<file path="src/rtl/sdram_arbiter.sv">
// ---------------------------------------------------------------------------
// sdram_arbiter
//
// Shares a single Avalon-MM SDRAM agent port among NUM_HOSTS Avalon hosts.
// One host owns the agent at a time for a complete burst:
//   - Write bursts stay granted until the latched number of accepted write
//     beats has gone out.
//   - Read bursts stay granted until the command is accepted and every read
//     data beat has come back.
// After each burst the arbiter spends one IDLE cycle before it issues the
// next grant.
//
// Arbitration policy:
//   - Default build: fixed priority. The lowest requesting index wins, so
//     host 0 (the display port) has the highest priority.
//   - With SDRAM_ARB_ROUND_ROBIN_EN defined: round robin. The grant goes to
//     the first requester at or after a rotating pointer. The pointer then
//     moves to just past the granted host.
//
// Parameters:
//   NUM_HOSTS     number of host ports (2..8)
//   ADDR_W        Avalon address width
//   DATA_W        Avalon data width (byteenable is DATA_W/8)
//   BURSTCOUNT_W  burstcount width
//
// Ports:
//   clk, rst                  clock, asynchronous active-high reset
//   h_read/h_write            per-host command strobes (bit i = host i)
//   h_address/h_writedata/
//   h_byteenable/h_burstcount per-host fields packed, host i in slice i
//   h_waitrequest             per-host stall; only the granted host can see 0
//   h_readdatavalid           per-host read data strobe
//   h_readdata                read data shared by all hosts
//   s_*                       Avalon-MM port toward the SDRAM agent
// ---------------------------------------------------------------------------
module sdram_arbiter #(
    parameter int NUM_HOSTS    = 3,
    parameter int ADDR_W       = 32,
    parameter int DATA_W       = 32,
    parameter int BURSTCOUNT_W = 6
) (
    input  logic                              clk,
    input  logic                              rst,
    input  logic [NUM_HOSTS-1:0]              h_read,
    input  logic [NUM_HOSTS-1:0]              h_write,
    input  logic [NUM_HOSTS*ADDR_W-1:0]       h_address,
    input  logic [NUM_HOSTS*DATA_W-1:0]       h_writedata,
    input  logic [NUM_HOSTS*(DATA_W/8)-1:0]   h_byteenable,
    input  logic [NUM_HOSTS*BURSTCOUNT_W-1:0] h_burstcount,
    output logic [NUM_HOSTS-1:0]              h_waitrequest,
    output logic [NUM_HOSTS-1:0]              h_readdatavalid,
    output logic [DATA_W-1:0]                 h_readdata,
    output logic                              s_read,
    output logic                              s_write,
    output logic [ADDR_W-1:0]                 s_address,
    output logic [DATA_W-1:0]                 s_writedata,
    output logic [DATA_W/8-1:0]               s_byteenable,
    output logic [BURSTCOUNT_W-1:0]           s_burstcount,
    input  logic                              s_waitrequest,
    input  logic                              s_readdatavalid,
    input  logic [DATA_W-1:0]                 s_readdata
);

    localparam int BE_W  = DATA_W / 8;
    localparam int IDX_W = (NUM_HOSTS > 1) ? $clog2(NUM_HOSTS) : 1;
    localparam int CNT_W = BURSTCOUNT_W + 1;

    typedef enum logic [1:0] {
        IDLE     = 2'd0,
        WR_BURST = 2'd1,
        RD_CMD   = 2'd2,
        RD_WAIT  = 2'd3
    } state_t;

    state_t            state, state_next;
    logic [IDX_W-1:0]  grant, grant_next;
    logic [CNT_W-1:0]  burst_len, burst_len_next;
    logic [CNT_W-1:0]  beat_cnt, beat_cnt_next;
    logic [NUM_HOSTS-1:0] req;
    logic [IDX_W-1:0]  pick;
    logic              pick_valid;
    logic [BURSTCOUNT_W-1:0] pick_bc;
    logic              beat_last;

    logic [ADDR_W-1:0]       addr_arr [NUM_HOSTS];
    logic [DATA_W-1:0]       wdata_arr[NUM_HOSTS];
    logic [BE_W-1:0]         be_arr   [NUM_HOSTS];
    logic [BURSTCOUNT_W-1:0] bc_arr   [NUM_HOSTS];

`ifdef SDRAM_ARB_ROUND_ROBIN_EN
    logic [IDX_W-1:0]  rr_ptr, rr_ptr_next;
`endif

    // Unpack the flat per-host buses so the granted host's fields can be
    // selected with a plain array index.
    for (genvar i = 0; i < NUM_HOSTS; i++) begin : g_slice
        assign addr_arr[i]  = h_address[i*ADDR_W +: ADDR_W];
        assign wdata_arr[i] = h_writedata[i*DATA_W +: DATA_W];
        assign be_arr[i]    = h_byteenable[i*BE_W +: BE_W];
        assign bc_arr[i]    = h_burstcount[i*BURSTCOUNT_W +: BURSTCOUNT_W];
    end

    assign req        = h_read | h_write;
    assign pick_bc    = bc_arr[pick];
    assign beat_last  = (beat_cnt + CNT_W'(1)) == burst_len;
    assign h_readdata = s_readdata;

    // Data and address always follow the latched grant. Whether the agent
    // acts on them is decided only by the s_read/s_write strobes below.
    assign s_address    = addr_arr[grant];
    assign s_writedata  = wdata_arr[grant];
    assign s_byteenable = be_arr[grant];
    assign s_burstcount = bc_arr[grant];

`ifdef SDRAM_ARB_ROUND_ROBIN_EN
    // Round-robin selection: walk the hosts starting at the pointer. The
    // first requester found wins.
    always_comb begin
        logic [IDX_W-1:0] cand;
        pick       = '0;
        pick_valid = 1'b0;
        cand       = '0;
        for (int k = 0; k < NUM_HOSTS; k++) begin
            cand = IDX_W'((int'(rr_ptr) + k) % NUM_HOSTS);
            if (!pick_valid && req[cand]) begin
                pick       = cand;
                pick_valid = 1'b1;
            end
        end
    end
`else
    // Fixed-priority selection: the scan runs from the top down, so the
    // lowest requesting index is the last one written and wins.
    always_comb begin
        pick       = '0;
        pick_valid = 1'b0;
        for (int k = NUM_HOSTS - 1; k >= 0; k--) begin
            if (req[k]) begin
                pick       = IDX_W'(k);
                pick_valid = 1'b1;
            end
        end
    end
`endif

    // State register. Reset takes effect immediately, which drops the
    // outputs back to their idle values in the same cycle and abandons any
    // burst in flight.
    always_ff @(posedge clk or posedge rst) begin
        if (rst) begin
            state     <= IDLE;
            grant     <= '0;
            burst_len <= '0;
            beat_cnt  <= '0;
`ifdef SDRAM_ARB_ROUND_ROBIN_EN
            rr_ptr    <= '0;
`endif
        end else begin
            state     <= state_next;
            grant     <= grant_next;
            burst_len <= burst_len_next;
            beat_cnt  <= beat_cnt_next;
`ifdef SDRAM_ARB_ROUND_ROBIN_EN
            rr_ptr    <= rr_ptr_next;
`endif
        end
    end

    // Outputs and next state.
    //
    // Only the strobe that matches the current burst type is forwarded.
    // This keeps a host that holds both h_read and h_write from issuing a
    // stray read during its write burst.
    //
    // Once a read command has been accepted (RD_WAIT), the host is held off
    // with waitrequest while the arbiter waits for its data.
    //
    // Read data valid pulses that arrive outside a read burst are dropped.
    always_comb begin
        s_read          = 1'b0;
        s_write         = 1'b0;
        h_waitrequest   = '1;
        h_readdatavalid = '0;
        state_next      = state;
        grant_next      = grant;
        burst_len_next  = burst_len;
        beat_cnt_next   = beat_cnt;
`ifdef SDRAM_ARB_ROUND_ROBIN_EN
        rr_ptr_next     = rr_ptr;
`endif
        case (state)
            IDLE: begin
                beat_cnt_next = '0;
                if (pick_valid) begin
                    grant_next     = pick;
                    burst_len_next = (pick_bc == '0) ? CNT_W'(1) : {1'b0, pick_bc};
                    state_next     = h_write[pick] ? WR_BURST : RD_CMD;
`ifdef SDRAM_ARB_ROUND_ROBIN_EN
                    rr_ptr_next    = (int'(pick) == NUM_HOSTS - 1) ? '0 : pick + IDX_W'(1);
`endif
                end
            end
            WR_BURST: begin
                s_write              = h_write[grant];
                h_waitrequest[grant] = s_waitrequest;
                if (h_write[grant] && !s_waitrequest) begin
                    if (beat_last) begin
                        state_next    = IDLE;
                        beat_cnt_next = '0;
                    end else begin
                        beat_cnt_next = beat_cnt + CNT_W'(1);
                    end
                end
            end
            RD_CMD: begin
                s_read                 = h_read[grant];
                h_waitrequest[grant]   = s_waitrequest;
                h_readdatavalid[grant] = s_readdatavalid;
                if (h_read[grant] && !s_waitrequest) begin
                    state_next = RD_WAIT;
                end
            end
            RD_WAIT: begin
                h_readdatavalid[grant] = s_readdatavalid;
                if (s_readdatavalid) begin
                    if (beat_last) begin
                        state_next    = IDLE;
                        beat_cnt_next = '0;
                    end else begin
                        beat_cnt_next = beat_cnt + CNT_W'(1);
                    end
                end
            end
            default: begin
                state_next = IDLE;
            end
        endcase
    end

endmodule

</file>
<file path="config.mk">
export PLATFORM = sky130hd
export DESIGN_NAME = sdram_arbiter
export DESIGN_NICKNAME = d
export VERILOG_FILES = /design/src/rtl/sdram_arbiter.sv
export SDC_FILE = /design/constraint.sdc
export NUM_CORES = 1
export LEC_CHECK = 0
export ABC_CLOCK_PERIOD_IN_PS = 2300
export BUFFER_PORTS_ARGS = -buffer_cell sky130_fd_sc_hd__buf_2
export CAP_MARGIN = 20
export CORE_AREA = 5 5 143 145
export CTS_CLUSTER_DIAMETER = 100
export DETAILED_ROUTE_END_ITERATION = 8
export DIE_AREA = 0 0 148 150
export PLACE_DENSITY = 0.58
export SLEW_MARGIN = 30
export SYNTH_ARGS = -nofsm -noshare
export SYNTH_HDL_FRONTEND = slang
export SYNTH_SLANG_ARGS = --single-unit
</file>
<file path="constraint.sdc">
create_clock -name clk -period 2.3 [get_ports clk]
set_input_delay 0 -clock clk [delete_from_list [all_inputs] [get_ports clk]]
set_output_delay 0 -clock clk [all_outputs]
set_load 0.02 [all_outputs]
</file>
**After elaboration in Yosys (flattened, before gate mapping)**

Index checks and enable logic that the tools add are counted.

- Output and inout bits: 114
- Register bits after elaboration: 18

- Add/sub/neg operators: 1
- Magnitude comparators: 5
- Equality and inequality tests: 8
- Bitwise operators: 6
- Reductions and logical operators: 12
- Muxes and demuxes: 45

Operator list:

| operator | count |
|---|---|
| 32-bit binary-select mux with 2-bit select | 2 |
| 32-bit two-way mux | 4 |
| 6-bit two-way mux | 5 |
| 6-bit binary-select mux with 2-bit select | 2 |
| 7-bit two-way mux | 3 |
| 7-bit one-hot mux with 3 select lines | 1 |
| 2-bit two-way mux | 9 |
| 1-bit two-way mux | 9 |
| 4-bit binary-select mux with 2-bit select | 1 |
| 4-bit two-way mux | 2 |
| 2-bit inequality test (second input constant) | 4 |
| 2-bit one-hot mux with 4 select lines | 1 |
| 7-bit by 1-bit adder with 7-bit output (second input constant) | 1 |
| 7-bit == test | 1 |
| 1-bit binary-select mux with 2-bit select | 3 |
| 3-bit >= comparator (second input constant) | 2 |
| 6-bit logical NOT | 1 |
| 2-bit by 3-bit less-than comparator with 1-bit output (second input constant) | 2 |
| 3-bit two-way mux | 2 |
| 2-bit NOT with 3-bit output | 2 |
| 3-bit bitwise OR | 2 |
| 2-bit == test (second input constant) | 2 |
| 4-bit AND reduction | 1 |
| 2-bit OR reduction | 2 |
| 11 further kinds | 13 |

**Depth between registers and ports, before layout**

Gate-level depths: netlist of run 1.

- Depth after elaboration: 10
- Depth in mapped cells: 8
- Depth with buffers taken out: 7

**Worst setup path before layout of run 1**

No wires, ideal clock.

- Path type: register -> register
- Start point: reg beat_cnt[0]
- End point: reg beat_cnt[2]
- Arrival time: 1.820 ns
- Buffers on the path: 0
- Path slack: 0.351 ns
- Library setup time: 0.128 ns
- Stages on the path, launching flop included: 8
- Clock period less this slack: 1.949 ns
- Cells stage by stage: dfrtp_1 -> ha_1 -> xnor3_1 -> nand3_2 -> nor4b_4 -> nand3_1 -> a31oi_1 -> o22ai_1

- Cells in the longest elaborated chain, start to end: 5
- Elaborated cells on any way between the ends: 6
- Those cells by class: add/sub: 1; eq/ne: 1; mux: 4

RTL lines:

| item | RTL line | source |
|---|---|---|
| from (decl) | 78 | `logic [CNT_W-1:0] beat_cnt, beat_cnt_next;` |
| from (signal assigned) | 162 | `beat_cnt <= beat_cnt_next;` |
| 7-bit by 1-bit adder with 7-bit output * | 105, 211, 230 |  |
| 7-bit == test | 105 | `assign beat_last = (beat_cnt + CNT_W'(1)) == burst_len;` |
| 7-bit two-way mux * | 207, 226 |  |
| 7-bit two-way mux, on equally long branches | 225, 206 |  |
| 7-bit one-hot mux with 3 select lines * | 191 | `case (state)` |

Every way passes the cells marked *; elsewhere a longest branch is shown, timed or not. The select of a mux whose other input is x is not followed.
A chain may end at the register's enable or synchronous reset.

**Worst setup path in the final report of run 1**

- Start point: reg beat_cnt[0]
- End point: reg state[1]

- Cells in the longest elaborated chain, start to end: 5
- Elaborated cells on any way between the ends: 6
- Those cells by class: add/sub: 1; eq/ne: 1; mux: 4

RTL lines:

| item | RTL line | source |
|---|---|---|
| 7-bit by 1-bit adder with 7-bit output * | 105 |  |
| 7-bit == test * | 105 |  |
| 2-bit two-way mux * | -- |  |
| 2-bit two-way mux, on equally long branches | -- |  |
| 2-bit one-hot mux with 4 select lines * | -- |  |
| to (signal assigned) | 159 | `state <= state_next;` |
| to (decl) | 75 | `state_t state, state_next;` |

Marks and branches as above.

==> flow_summary_export.csv, run 1 <==
group,metric,value,unit
worst_setup_path,path_class,"flop to flop",
floorplan,placementRows,51,
layout,area_growth,53.9,%
timing,totalNegativeSetupSlack,0,ns
logic_synthesis,synthDistinctLibCells,48,
worst_setup_path,start_kind,"flop",
layout,layout_cells_sized_above_1,48.4,%
floorplan,design.die.area,0.0222,sq mm
floorplan,core,0.0191,sq mm
floorplan,floorplan.die.height,150,um
layout,nets,980,
timing,clock.fmax,466,MHz
cts,ctsLongestPathBuffers,2,
timing,tightestPinTransition,0.682,ns
cts,cts_setup_buffers,0,
grt,grt_start_max_net_pins,57,
timing,relSlewSlack,54.5,%
logic_synthesis,post_synth_inst_count,445,
worst_setup_path,cp.arrival,2.28,ns
timing,report.final.setup_viol,0,
routing,viasPerCell,4.40,
placement,place.port_buffers,313,
cts,clk_latency,0.25,ns
timing,grt_setup_unrepaired,"no",
cts,clock_tree.htree_level_count,1,
min_path,hold_class,"primary input to output pin",
logic_synthesis,synth_nets,715,
power,max-vdd-ir-drop,592,uV
worst_setup_path,worst_ep_required_time,2.43,ns
grt,antenna_found_initial,0,
routing,top_layer_used,"met4",
routing,detailroute.wirelength.met2,6.85,mm
timing,finClkSkew,0.00379,ns
logic_synthesis,sequential_cell_area_fraction_in_the_yosys_report,13.7,%
grt,grt_pass1_wl,22.4,mm
routing,routedWlPerCell,15.9,um
logic_synthesis,synth-warning-count,0,
grt,grt-ovfl-total,0,
routing,firstDrtPassIters,4,
layout,finalCoreUtilization,25.1,%
logic_synthesis,synth-edff-count,0,
routing,remaining_drc_errors,0,
cts,ctsRootBufferMaster,"clkbuf_16",
routing,route.antenna.remaining_nets,0,
routing,route.vias.total,4169,
cts,cts_sinks,17,
layout,diodes,0,
placement,post-dp-hpwl,12.8,mm
timing,timing.final.crit_share,93.4,%
timing,fin_ws,0.153,ns
floorplan,die_width,148,um
placement,post-place-ws,0.104,ns
logic_synthesis,synth-async-reset-ratio,100,%
worst_setup_path,endpoint_kind,"flop",
placement,routabilityCongestion,0.844,
timing,count_of_endpoints_failing_hold_in_the_final_timing_report,0,
worst_setup_path,crit_fanout,6,
floorplan,floorplan.initialDensity,16.3,%
power,p_leak,2.37,nW
cts,clk_pin_slew,0.05,ns
logic_synthesis,yosys_most_used_dff,"dfrtp_1",
cts,cts_buffers,3,
floorplan,num_io_pins,378,
grt,global_route.usage.total,12.5,%
logic_synthesis,netlist_area,0.00311,sq mm
logic_synthesis,synth-seq-cells,17,
worst_setup_path,r2r_setup_slack,0.15,ns
routing,detail_route.wirelength.met1,6.55,mm
logic_synthesis,syn_avg_cell_area,7.00,sq um
routing,met3_length,1.48,mm
timing,finalCriticalPeriod,2.15,ns
routing,wl,15.1,mm
timing,final-max-slew-violation-count,0,
cts,cts_tree,"yes",
run_status,status,"finished, final reports clean",
power,powerDensity,1100,mW/mm^2
run,drv.max_cap_violation_count,0,
routing,drtIter0Drc,282,
grt,grt_pass1_vias,4101,
## Yosys cell counts (3+ instances only)
library cell  count  share of area [%]
buf_2             8                1.3
xnor2_1           6                1.7
a21oi_1           6               0.96
buf_4            32                7.7
ha_1              6                2.4
inv_1            11                1.3
clkbuf_1         20                2.4
a31oi_1           3               0.60
o22ai_1          14                2.8
nand2b_1          3               0.60
nor3_1            4               0.64
or2_2             5                1.0
nor2_1           12                1.4
o21ai_0          84                 13
o31ai_1           4               0.96
dfrtp_1          17                 14
mux2i_1          75                 24
nand2_1          93                 11
nand3_1           8                1.3
## layout make-up
class | count | area, sq um
fill | 2145 | 14300
multi-input combinational | 355 | 2290
timing repair buffer | 322 | 1650
sequential | 17 | 430
tap | 238 | 298
clock buffer | 3 | 75.1
inverter | 11 | 41.3
clock inverter | 1 | 5.00
## where the power goes
part	internal [mW]	switching, mW
sequential	0.415	0.106
clock	0.233	0.117
combinational	1.62	2.77
## state kept, by name, summed over array words and instances (netlist names)
| name | count |
|---|---|
| beat_cnt | 7 |
| burst_len | 6 |
| state | 2 |
| grant | 2 |
## final timing paths
| path | endpoint | startpoint | depth (start not counted) |
|---|---|---|---|
| max in group asynchronous | grant[1] | rst | 3 |
| min in group asynchronous | beat_cnt[2] | rst | 3 |
| max reg2reg | state[1] | beat_cnt[0] | 6 |
| min | h_readdata[14] | s_readdata[14] | 0 |
| max | state[1] | beat_cnt[0] | 6 |
| min reg2reg | burst_len[4] | burst_len[4] | 2 |
## stage by stage
step	hold WS, ns	std cells	total power, mW	area, sq um
global route	0.0000315	947	5.68	4790
floorplan	-0.0739	445	3.57	3110
global placement	0.000137	942	4.93	4690
CTS	0.000137	947	5.32	4780
detailed placement	0.000137	942	4.95	4690
finish	0.00000774	947	5.26	4790
## layout by cell type, fill, tap and decap left out, types with 4 or more instances in the layout
| cell | netlist | layout |
|---|---|---|
| nand2_1 | 93 | 93 |
| nand3_1 | 8 | 6 |
| xnor2_1 | 6 | 6 |
| ha_1 | 6 | 6 |
| dfrtp_1 | 17 | 15 |
| buf_2 | 8 | 313 |
| buf_4 | 32 | 7 |
| o21ai_0 | 84 | 84 |
| o31ai_1 | 4 | 4 |
| nor2_1 | 12 | 11 |
| o22ai_1 | 14 | 14 |
| nor3_1 | 4 | 4 |
| mux2i_1 | 75 | 75 |
| a21oi_1 | 6 | 6 |
| inv_1 | 11 | 11 |
| or2_2 | 5 | 5 |
## critical path: stages (launching register included)
cell and delay, ns:
dfrtp_1 0.44, ha_1 0.30, xnor3_1 0.31, nand3_2 0.09
nor4b_4 0.33, a41oi_1 0.23, o31a_1 0.34
## metal layers
layer  global-route usage [%]  vias up
met1                     16.5     1855
met2                     20.8      222
met3                     3.48       22
li1                         -     2070
met4                     2.12        0
met5                        0        -
## timing repair
action / CTS / global route
setup endpoints to repair: 0 / 3
hold endpoints to repair: 17 / 0
hold buffers: 1 / 0
resized for setup: 0 / 2
## cells by family (layout without fill, tap and decap cells)
| logic type | count (synthesis) | count (layout) | synth area share [%] |
|---|---|---|---|
| buf+inv | 73 | 337 | 13.2 |
| mux | 77 | 77 | 24.8 |
| simple gates | 138 | 138 | 20.3 |
| xor+xnor | 9 | 9 | 2.97 |
| compound gates | 125 | 125 | 22.6 |
| fa+ha+maj | 6 | 6 | 2.41 |
| flops | 17 | 17 | 13.7 |
No activity file was read; power rests on OpenSTA's default activity.
==> run 2, diff against run 1 <==
- GPL_TIMING_DRIVEN: default -> 0
==> flow_summary_export.csv, run 2 (synthesis results as in run 1) <==
group,metric,value,unit
run_status,status,"finished, final reports clean",
layout,multiInputGateArea,0.00230,sq mm
min_path,min_delay_worst_endpoint,"burst_len[0]",
min_path,hold_class,"primary input to flop",
timing,timing.final.crit_share,93.2,%
grt,grt_start_max_net_pins,18,
routing,viasPerCell,4.43,
layout,finalNonFillerCells,1033,
cts,cts_sinks,17,
floorplan,die_width,148,um
worst_setup_path,r2r_end,"state[0]",
worst_setup_path,crit_fanout,10,
layout,layout_top_registers,"beat_cnt x7, burst_len x6",
layout,mostFrequentLayoutCells,"buf_2, nand2_1, o21ai_0, mux2i_1, buf_4",
timing,report.final.setup_viol,0,
timing,final-max-slew-violation-count,0,
routing,wl,17.3,mm
layout,diodes,0,
grt,grt_pass1_wl,24.8,mm
cts,ctsLongestPathBuffers,2,
worst_setup_path,worst_ep_required_time,2.30,ns
cts,cts_tree,"yes",
floorplan,floorplan.initialDensity,16.3,%
timing,tightestPinTransition,0.761,ns
cts,cts_setup_buffers,0,
worst_setup_path,reg2reg_depth,7,
placement,routabilityCongestion,0.872,
floorplan,floorplan.die.height,150,um
worst_setup_path,endpoint_kind,"output pin",
cts,clock_tree.htree_level_count,1,
worst_setup_path,r2r_setup_slack,0.17,ns
power,combPwrFrac,84.5,%
floorplan,num_io_pins,378,
routing,detail_route.wirelength.met1,7.07,mm
timing,finalCriticalPeriod,2.14,ns
routing,firstDrtPassIters,5,
worst_setup_path,r2r_start,"beat_cnt[0]",
power,power.share.sequential,9.3,%
power,p_leak,2.69,nW
routing,drtIter0Drc,216,
layout,layout_commonest_cell,"buf_2",
routing,remaining_drc_errors,0,
routing,route.antenna.remaining_nets,0,
routing,detailroute.wirelength.met2,8.26,mm
worst_setup_path,cp.arrival,2.14,ns
layout,register_area,427,sq um
timing,count_of_endpoints_failing_hold_in_the_final_timing_report,0,
min_path,min_delay_path_depth,4,
timing,fin_ws,0.155,ns
timing,clock.fmax,466,MHz
routing,met3_length,1.83,mm
worst_setup_path,path_class,"flop to output pin",
power,total_switching_power,3.21,mW
placement,post-place-ws,-0.268,ns
run,drv.max_cap_violation_count,0,
floorplan,core,0.0191,sq mm
placement,place.port_buffers,345,
min_path,hold_path_startpoint,"h_burstcount[4]",
floorplan,design.die.area,0.0222,sq mm
routing,routedWlPerCell,16.8,um
routing,top_layer_used,"met5",
timing,finClkSkew,0.00306,ns
layout,num-fill-cells,2094,
power,part_of_the_power_in_the_clock_network,6.2,%
power,p_sw_share,57.7,%
grt,grt_pass1_vias,4432,
routing,route.vias.total,4575,
placement,numPlacedInstances,1028,
layout,largest_reg_flops,7,
cts,ctsRootBufferMaster,"clkbuf_16",
layout,layout_cells_sized_above_1,51.9,%
timing,relSlewSlack,48.7,%
grt,antenna_found_initial,2,
layout,top_register,"beat_cnt",
cts,clk_latency,0.25,ns
grt,global_route.usage.total,14.1,%
power,powerDensity,1060,mW/mm^2
cts,cts_buffers,3,
power,max-vdd-ir-drop,380,uV
layout,finalCoreUtilization,27.6,%
placement,post-dp-hpwl,15.1,mm
power,cell_internal_pwr,2.35,mW
layout,nets,1066,
grt,grt-ovfl-total,0,
layout,area_growth,69.0,%
floorplan,placementRows,51,
worst_setup_path,start_kind,"flop",
cts,clk_pin_slew,0.05,ns
-- run 2: cell types whose count changed in the layout (fill, tap and decap cells not counted), moves of 4 or more --
cell,delta
buf_4,+26
buf_2,+39
clkbuf_2,+4
clkbuf_1,+16
-- run 2: power by group through the flow --
stage | sequential, mW | combinational [mW] | clock (mW)
3_5_place_dp | 0.522 | 4.69 | 0
5_1_grt | 0.532 | 5.09 | 0.367
3_3_place_gp | 0.517 | 4.67 | 0
2_1_floorplan | 0.485 | 3.09 | 0
6_report | 0.516 | 4.70 | 0.346
4_1_cts | 0.517 | 4.72 | 0.356
-- run 2: routing by layer --
metal	vias to the layer above	GRT usage (%)
met1	2023	18.1
li1	2237	-
met5	-	0
met2	297	24.5
met3	14	3.94
met4	4	1.57
-- run 2: cell type report --
type                       instances  area share, %
buffer                            62           7.25
clock buffer                       4           1.50
inverter                          11          0.785
tap                              238           5.66
multi-input combinational        355           43.7
timing repair buffer             346           33.0
sequential                        17           8.11
-- run 2: timing repair --
item / in CTS / in global routing
endpoints found under the setup margin: 31 / 10
hold buffers: 1 / 0
resized for setup: 7 / 7
pin swaps: 0 / 1
endpoints found under the hold margin: 17 / 0
-- run 2: per-stage QoR --
stage	hold slack [ns]	TNS [ns]	instance area [sq um]	power, mW
after detailed placement	0.143	-2.83	5140	5.21
final	0.114	0	5260	5.57
after global routing	0.130	-0.00588	5260	5.99
after global placement	0.135	-1.95	5140	5.19
after CTS	0.105	0	5240	5.60
after floorplan	-0.0739	0	3110	3.57
-- run 2: critical path: stages, from the launching register on --
cell and delay, ns:
dfrtp_1 0.50, inv_1 0.18, nor2_2 0.23, clkbuf_4 0.28, clkbuf_2 0.28, nand2_1 0.12
o21ai_0 0.10, buf_2 0.20
-- run 2: how the worst max path moves through the flow --
stage,start,to,slack (ns),cells past startpoint
6_report,grant[0],s_byteenable[1],0.16,7
3_5_place_dp,grant[0],s_byteenable[1],-0.27,7
4_1_cts,grant[0],s_burstcount[3],0.02,5
2_1_floorplan,beat_cnt[0],beat_cnt[2],0.35,7
5_1_grt,beat_cnt[0],state[0],-0.006,7
3_3_place_gp,grant[0],s_byteenable[1],-0.23,7
